`src/rtl/sdram_init_sequencer.sv`:
```
// SDRAM power-up command sequencer: deselect wait, precharge-all, N auto-refreshes,
// load-mode-register, then hands the command pins to the controller via sdr_init_done.
module sdram_init_sequencer #(
    parameter int                T_PWR     = 4,
    parameter int                T_RP      = 2,
    parameter int                N_REFRESH = 8,
    parameter int                T_RFC     = 7,
    parameter int                T_MRD     = 2,
    parameter int                ADDR_W    = 13,
    parameter logic [ADDR_W-1:0] MODE_REG  = ADDR_W'(13'h033)
) (
    input  logic              sdram_clk,
    input  logic              sdram_resetn,
    input  logic              init_req,
    output logic              sdr_cke,
    output logic              sdr_cs_n,
    output logic              sdr_ras_n,
    output logic              sdr_cas_n,
    output logic              sdr_we_n,
    output logic [ADDR_W-1:0] sdr_addr,
    output logic [1:0]        sdr_ba,
    output logic              sdr_init_done
);
    // state       | meaning
    // ST_RESET    | held in reset, first edge after release loads the power-up wait
    // ST_PWR_WAIT | deselect for T_PWR cycles
    // ST_PRE      | precharge-all issued
    // ST_RP_WAIT  | deselect for T_RP cycles
    // ST_REF      | auto-refresh issued
    // ST_RFC_WAIT | deselect for T_RFC cycles, then next refresh or mode-register load
    // ST_MRS      | load-mode-register issued
    // ST_MRD_WAIT | deselect for T_MRD cycles
    // ST_DONE     | sequence complete, controller owns the pins
    // ST_REINIT   | re-init request accepted, precharge follows on the next edge

    function automatic int max2(input int a, input int b);
        return (a > b) ? a : b;
    endfunction

    localparam int CNT_MAX = max2(max2(T_PWR, T_RP), max2(T_RFC, T_MRD));
    localparam int CNT_W   = $clog2(CNT_MAX + 1);
    localparam int REF_W   = $clog2(N_REFRESH + 1);

    localparam logic [CNT_W-1:0]  LD_PWR   = CNT_W'(T_PWR - 1);
    localparam logic [CNT_W-1:0]  LD_RP    = CNT_W'(T_RP - 1);
    localparam logic [CNT_W-1:0]  LD_RFC   = CNT_W'(T_RFC - 1);
    localparam logic [CNT_W-1:0]  LD_MRD   = CNT_W'(T_MRD - 1);
    localparam logic [REF_W-1:0]  REF_LAST = REF_W'(N_REFRESH);
    localparam logic [ADDR_W-1:0] PRE_ADDR = ADDR_W'(1) << 10;

    localparam logic [3:0] CMD_DESEL = 4'b1111;
    localparam logic [3:0] CMD_PRE   = 4'b0010;
    localparam logic [3:0] CMD_REF   = 4'b0001;
    localparam logic [3:0] CMD_LMR   = 4'b0000;

    typedef enum logic [3:0] {
        ST_RESET,
        ST_PWR_WAIT,
        ST_PRE,
        ST_RP_WAIT,
        ST_REF,
        ST_RFC_WAIT,
        ST_MRS,
        ST_MRD_WAIT,
        ST_DONE,
        ST_REINIT
    } state_t;

    state_t            state;
    logic [CNT_W-1:0]  cnt;
    logic [REF_W-1:0]  ref_cnt;
    logic [3:0]        cmd;

    assign {sdr_cs_n, sdr_ras_n, sdr_cas_n, sdr_we_n} = cmd;

    // Outputs are registered alongside the state, so each branch drives the
    // command that belongs to the state being entered.
    always_ff @(posedge sdram_clk or negedge sdram_resetn) begin
        if (!sdram_resetn) begin
            state         <= ST_RESET;
            cnt           <= '0;
            ref_cnt       <= '0;
            sdr_cke       <= 1'b0;
            cmd           <= CMD_DESEL;
            sdr_addr      <= '0;
            sdr_ba        <= '0;
            sdr_init_done <= 1'b0;
        end else begin
            sdr_cke       <= 1'b1;
            cmd           <= CMD_DESEL;
            sdr_addr      <= '0;
            sdr_ba        <= '0;
            sdr_init_done <= 1'b0;
            case (state)
                ST_RESET: begin
                    state <= ST_PWR_WAIT;
                    cnt   <= LD_PWR;
                end
                ST_PWR_WAIT: begin
                    if (cnt == '0) begin
                        state    <= ST_PRE;
                        cmd      <= CMD_PRE;
                        sdr_addr <= PRE_ADDR;
                        ref_cnt  <= '0;
                    end else begin
                        cnt <= cnt - 1'b1;
                    end
                end
                ST_PRE: begin
                    state <= ST_RP_WAIT;
                    cnt   <= LD_RP;
                end
                ST_RP_WAIT: begin
                    if (cnt == '0) begin
                        state   <= ST_REF;
                        cmd     <= CMD_REF;
                        ref_cnt <= ref_cnt + 1'b1;
                    end else begin
                        cnt <= cnt - 1'b1;
                    end
                end
                ST_REF: begin
                    state <= ST_RFC_WAIT;
                    cnt   <= LD_RFC;
                end
                ST_RFC_WAIT: begin
                    if (cnt != '0) begin
                        cnt <= cnt - 1'b1;
                    end else if (ref_cnt == REF_LAST) begin
                        state    <= ST_MRS;
                        cmd      <= CMD_LMR;
                        sdr_addr <= MODE_REG;
                    end else begin
                        state   <= ST_REF;
                        cmd     <= CMD_REF;
                        ref_cnt <= ref_cnt + 1'b1;
                    end
                end
                ST_MRS: begin
                    state <= ST_MRD_WAIT;
                    cnt   <= LD_MRD;
                end
                ST_MRD_WAIT: begin
                    if (cnt == '0) begin
                        state         <= ST_DONE;
                        sdr_init_done <= 1'b1;
                    end else begin
                        cnt <= cnt - 1'b1;
                    end
                end
                ST_DONE: begin
                    sdr_init_done <= 1'b1;
                    if (init_req) state <= ST_REINIT;
                end
                ST_REINIT: begin
                    state    <= ST_PRE;
                    cmd      <= CMD_PRE;
                    sdr_addr <= PRE_ADDR;
                    ref_cnt  <= '0;
                end
                default: state <= ST_RESET;
            endcase
        end
    end

endmodule

```
`config.mk`:
```
export PLATFORM = sky130hd
export DESIGN_NAME = sdram_init_sequencer
export DESIGN_NICKNAME = d
export VERILOG_FILES = /design/src/rtl/sdram_init_sequencer.sv
export SDC_FILE = /design/constraint.sdc
export NUM_CORES = 1
export LEC_CHECK = 0
export CAP_MARGIN = 25
export CORE_AREA = 3 3 46 89
export DETAILED_ROUTE_END_ITERATION = 16
export DIE_AREA = 0 0 49 92
export PLACE_DENSITY = 0.58
export SYNTH_ARGS = -nofsm -noshare
export SYNTH_HDL_FRONTEND = slang
export SYNTH_SLANG_ARGS = --single-unit
```
`constraint.sdc`:
```
create_clock -name sdram_clk -period 2.7 [get_ports sdram_clk]
set_clock_uncertainty 0.15 [all_clocks]
set_input_delay 0.405 -clock sdram_clk [delete_from_list [all_inputs] [get_ports sdram_clk]]
set_output_delay 0.405 -clock sdram_clk [all_outputs]
set_load 0.05 [all_outputs]
```
* Word level (Yosys, flattened, before mapping)
Index checks and enable logic that the tools add are counted.
** Word-level totals
- Register bits :: 30
- Latch bits :: 0
- RAM bits :: 0
- ROM bits :: 0
- Input port bits :: 3
- Output and inout port bits :: 21
- Word-level logic and storage cells :: 63
- Memories kept :: 0
** Cells by class
- Add/subtract/negate cells :: 2
- $mul :: 0
- Div/mod/pow operators :: 0
- $lt $le $gt $ge :: 0
- Equality and inequality tests :: 18
- Shifts and indexed selects :: 0
- Mux-type cells :: 26
- Bitwise logic cells :: 0
- Reductions and logical operators :: 10
** Operator list (number)
- $mux 4 :: 12
- $pmux 4 s10 :: 1
- $pmux 11 s3 :: 1
- $pmux 4 s4 :: 2
- $eq 4x3->1 const B :: 4
- $ne 2x2->1 const B :: 8
- $pmux 3 s5 :: 1
- $eq 4x4->1 const B :: 3
- $mux 6 :: 2
- $mux 11 :: 1
- $reduce_and 5->1 :: 2
- $eq 4x2->1 const B :: 2
- $mux 3 :: 2
- $reduce_bool 5->1 :: 1
- $add 4x1->4 const B :: 1
- $eq 4x1->1 const B :: 1
- $logic_not 4->1 :: 1
- $reduce_bool 4->1 :: 1
- $logic_not 3->1 :: 1
- $reduce_and 3->1 :: 1
- $reduce_bool 3->1 :: 1
- $reduce_or 3->1 :: 1
- $sub 3x1->3 const B :: 1
- $mux 1 :: 2
- other kinds (3) :: 3

* Logic depth before layout (Yosys ltp)
- Word-level depth :: 4
- Gate-level depth with buffers :: 6
- Depth with buffers taken out :: 6

* Least setup slack after synthesis
OpenSTA, ideal clock, no wires.
- Kind :: flip-flop to flip-flop
- Start point :: register cnt[0]
- End point :: register ref_cnt[2]
- Library setup time :: 0.126 ns
- Data arrival time :: 1.647 ns
- Data required time :: 2.424 ns
- Slack :: 0.777 ns
- Cell stages (with the launch flop) :: 7
- Path buffers :: 0
- Clock period less this slack :: 1.923 ns
- Path through :: dfrtp_1 inv_1 ha_1 or3b_4 nor3b_2 o31ai_1 a221o_1
** On the way
- Cells in the longest elaborated chain, start to end :: 3
- Elaborated cells between the ends (all ways) :: 6
- Those cells by class :: 3 x eq/ne; 3 x reduce/logical
** RTL lines
- start: declaration :: line 70 : logic [CNT_W-1:0] cnt;
- start signal: assignment :: line 106 : cnt <= cnt - 1'b1;
- start signal: assignment :: line 119 : cnt <= cnt - 1'b1;
- start signal: assignment :: line 128 : cnt <= cnt - 1'b1;
- $reduce_bool 3->1 or $logic_not 3->1 (tied branches) :: line 127, 100, 114
- $ne 2x2->1 (no source line)
- $reduce_and 5->1 (no source line) (*)
- end signal: assignment :: line 117 : ref_cnt <= ref_cnt + 1'b1;
- end signal: assignment :: line 136 : ref_cnt <= ref_cnt + 1'b1;
- end: declaration :: line 71 : logic [REF_W-1:0] ref_cnt;
Every way passes the cells marked *; elsewhere a longest branch is shown, timed or not.
A chain may end at the register's enable or synchronous reset.

==> results.sh <==
export IMPL_status="finished clean"
export IMPL_layout_commonest_cell="dfrtp_1"
export IMPL_cp_max_fo=2
export IMPL_routedWlPerCell_um=13.0
export IMPL_finalInstanceArea_mm2=0.00120
export IMPL_critPathTopFamily="buffers and inverters"
export IMPL_cp_start_kind="flip-flop"
export IMPL_track_usage_pct=10.4
export IMPL_ir_drop_uv=167
export IMPL_syn_avg_cell_area_um2=9.65
export IMPL_final_max_slew_viol_count=0
export IMPL_slew_headroom_pct=44.5
export IMPL_worstSetupPathType="flip-flop to output port"
export IMPL_syn_cell_area_mm2=0.00103
export IMPL_rows=30
export IMPL_timing_final_crit_share_pct=78.8
export IMPL_core_region_area_mm2=0.00349
export IMPL_grt_pass1_vias=789
export IMPL_first_pass_iters=4
export IMPL_antenna_cells=0
export IMPL_num_vias=781
export IMPL_multiInputGateArea_um2=464
export IMPL_remaining_drc_errors=0
export IMPL_htree_levels=1
export IMPL_cp_required_ps=2140
export IMPL_fmax_mhz=470
export IMPL_yosysUniqueCellTypes=37
export IMPL_tightest_slew_ps=830
export IMPL_worstSkewPairLatency_ps=250
export IMPL_hold_start="cnt[1]$_DFFE_PN0P_"
export IMPL_setup_viol=0
export IMPL_synth_area_leaders="dfrtp_1 36%, buf_4 10%, dfstp_2 7.6%, ha_1 4.8%, o21ai_0 2.9%"
export IMPL_fillers=353
export IMPL_crit_buf_inv=1
export IMPL_cts_root_buf="clkbuf_8"
export IMPL_critical_path_max_stage_delay_ps=790
export IMPL_grt_overflow=0
export IMPL_drt_wl_total_mm=2.14
export IMPL_ys_warn_count=0
export IMPL_whs_path_depth=1
export IMPL_r2r_end="ref_cnt[2]$_DFFE_PN0P_"
export IMPL_drive_gt1_share_pct=11.1
export IMPL_port_buffers=13
export IMPL_crit_slowest_cell="clkdlybuf4s50_1"
export IMPL_clockBufferDepth=2
export IMPL_most_common_layout_cells="15 x dfrtp_1, 13 x clkdlybuf4s50_1, 11 x conb_1"
export IMPL_cp_end_kind="output port"
export IMPL_synth_top_area_share_pct=36.4
export IMPL_setup_tns_ps=0
export IMPL_cap_violations=0
export IMPL_cts_resized=0
export IMPL_area_growth_pct=16.7
export IMPL_powerDensity_mw_per_mm2=446
export IMPL_boundaryPins=24
export IMPL_synth_seq_cells=18
export IMPL_clock_sinks=18
export IMPL_start_util_pct=29.6
export IMPL_hpwl_mm=1.64
export IMPL_synthCells=107
export IMPL_total_leakage_power_nw=0.518
export IMPL_finalCriticalPeriod_ps=2130
export IMPL_die_area_mm2=0.00451
export IMPL_path_cells="clkdlybuf4s50_1"
export IMPL_rr_worst_depth=6
export IMPL_cts_tree="built"
export IMPL_final_nets=125
export IMPL_rsz0062_at_grt="no"
export IMPL_detail_route_antenna_nets=0
export IMPL_ys_seq_area_share_pct=44.0
export IMPL_min_path_type="flip-flop to flip-flop"
export IMPL_yosys_area_top_type="dfrtp_1"
export IMPL_grt_start_max_net_pins=19
export IMPL_r2r_slack_ps=590
export IMPL_arrival_ps=1570
export IMPL_clk_pin_slew_worst_paths_ps=70
export IMPL_grt_pass1_wl_mm=3.60
export IMPL_antenna_found_initial=0
export IMPL_hold_end="cnt[1]$_DFFE_PN0P_"
export IMPL_die_w_um=49
export IMPL_post_dp_cell_area_mm2=0.00115
export IMPL_cts_buffers=3
export IMPL_regArea_um2=454
export IMPL_die_h_um=92
export IMPL_hold_viol=0
export IMPL_drtIter0Drc=17
export IMPL_viasPerCell=4.73
export IMPL_r2r_start="cnt[0]$_DFFE_PN0P_"
export IMPL_hold_buffers=0
export IMPL_gp_congestion=0.825
export IMPL_postCtsSetupRepairBufs=0
-- power by group --
part | switching [mW] | total [mW] | internal, mW | leakage (nW)
Sequential | 0.000173 | 0.271 | 0.270 | 0.214
Combinational | 0.0391 | 0.0429 | 0.00377 | 0.275
Clock | 0.0937 | 0.223 | 0.130 | 0.0288
-- stage by stage --
stage               utilization (%)  setup WS [ps]  power, mW  hold WS [ps]  std cells
finish                         34.5            573      0.537           380        165
global route                   34.5            485      0.552           391        165
CTS                            34.5            572      0.538           377        165
detailed placement             32.9            616      0.319           358        161
global placement               32.9            695      0.318           351        161
floorplan                         -            777      0.320         -40.6        116
-- sequential cells by signal, summed over array words and instances, names as in the netlist --
| name | count |
|---|---|
| ref_cnt | 4 |
| state | 4 |
| cmd | 3 |
| cnt | 3 |
| sdr_addr | 2 |
| sdr_cke | 1 |
| sdr_init_done | 1 |
-- routing by layer --
metal	vias to the layer above	routed length, µm	share of wire, %	track usage, %
met1	378	728	34	9.11
met3	9	123	5.8	2.60
li1	364	-	-	-
met5	-	0	0	0
met4	0	90	4.2	7.13
met2	30	1190	56	19.7
-- cell families after synthesis --
family	synth area share, %
buf+inv	14.3
simple gates	18.8
mux	2.06
other cells	0.728
fa+ha+maj	4.85
flops	44.0
xor+xnor	1.70
compound gates	13.6
-- synthesized netlist by cell type --
library cell and number:
nor4b_1 2, a211o_1 1, buf_4 14, nand2b_1 2, o31ai_1 1, mux2i_1 1, nand3_1 5, nand4bb_1 1
a21oi_1 2, nand2_1 7, nor3_1 2, a21boi_0 1, clkbuf_1 3, or3b_4 1, a222oi_1 1, xor2_1 1
nor3b_2 1, o31a_1 1, nor4_1 1, nor2b_1 4, conb_1 2, buf_2 1, o21ai_0 6, inv_1 7
nand3b_1 1, or2_2 1, a221o_1 2, o22ai_1 1, o32ai_1 2, dfrtp_1 15, dfstp_2 3, nor2_1 6
xnor2_1 1, a31oi_1 1, a22oi_1 1, mux2_2 1, ha_1 4
-- worst max-delay path by stage --
stage	from	to	slack, ps	depth (start not counted)
after floorplan	cnt[0]$_DFFE_PN0P_	ref_cnt[2]$_DFFE_PN0P_	780	6
after global placement	cnt[0]$_DFFE_PN0P_	ref_cnt[2]$_DFFE_PN0P_	690	6
after detailed placement	cnt[0]$_DFFE_PN0P_	ref_cnt[2]$_DFFE_PN0P_	620	6
after CTS	cmd[2]$_DFF_PN1_	sdr_cs_n	570	1
after global routing	cnt[0]$_DFFE_PN0P_	ref_cnt[2]$_DFFE_PN0P_	490	6
final	cmd[2]$_DFF_PN1_	sdr_cs_n	570	1
-- final cells by class --
| type | count | share of cell area (%) |
|---|---|---|
| Clock buffer | 4 | 4.57 |
| Inverter | 7 | 2.18 |
| Timing Repair Buffer | 15 | 12.0 |
| Sequential cell | 18 | 37.7 |
| Multi-Input combinational cell | 73 | 38.5 |
| Tap cell | 48 | 4.98 |
Note: power is estimated with default switching activity, not from simulation.
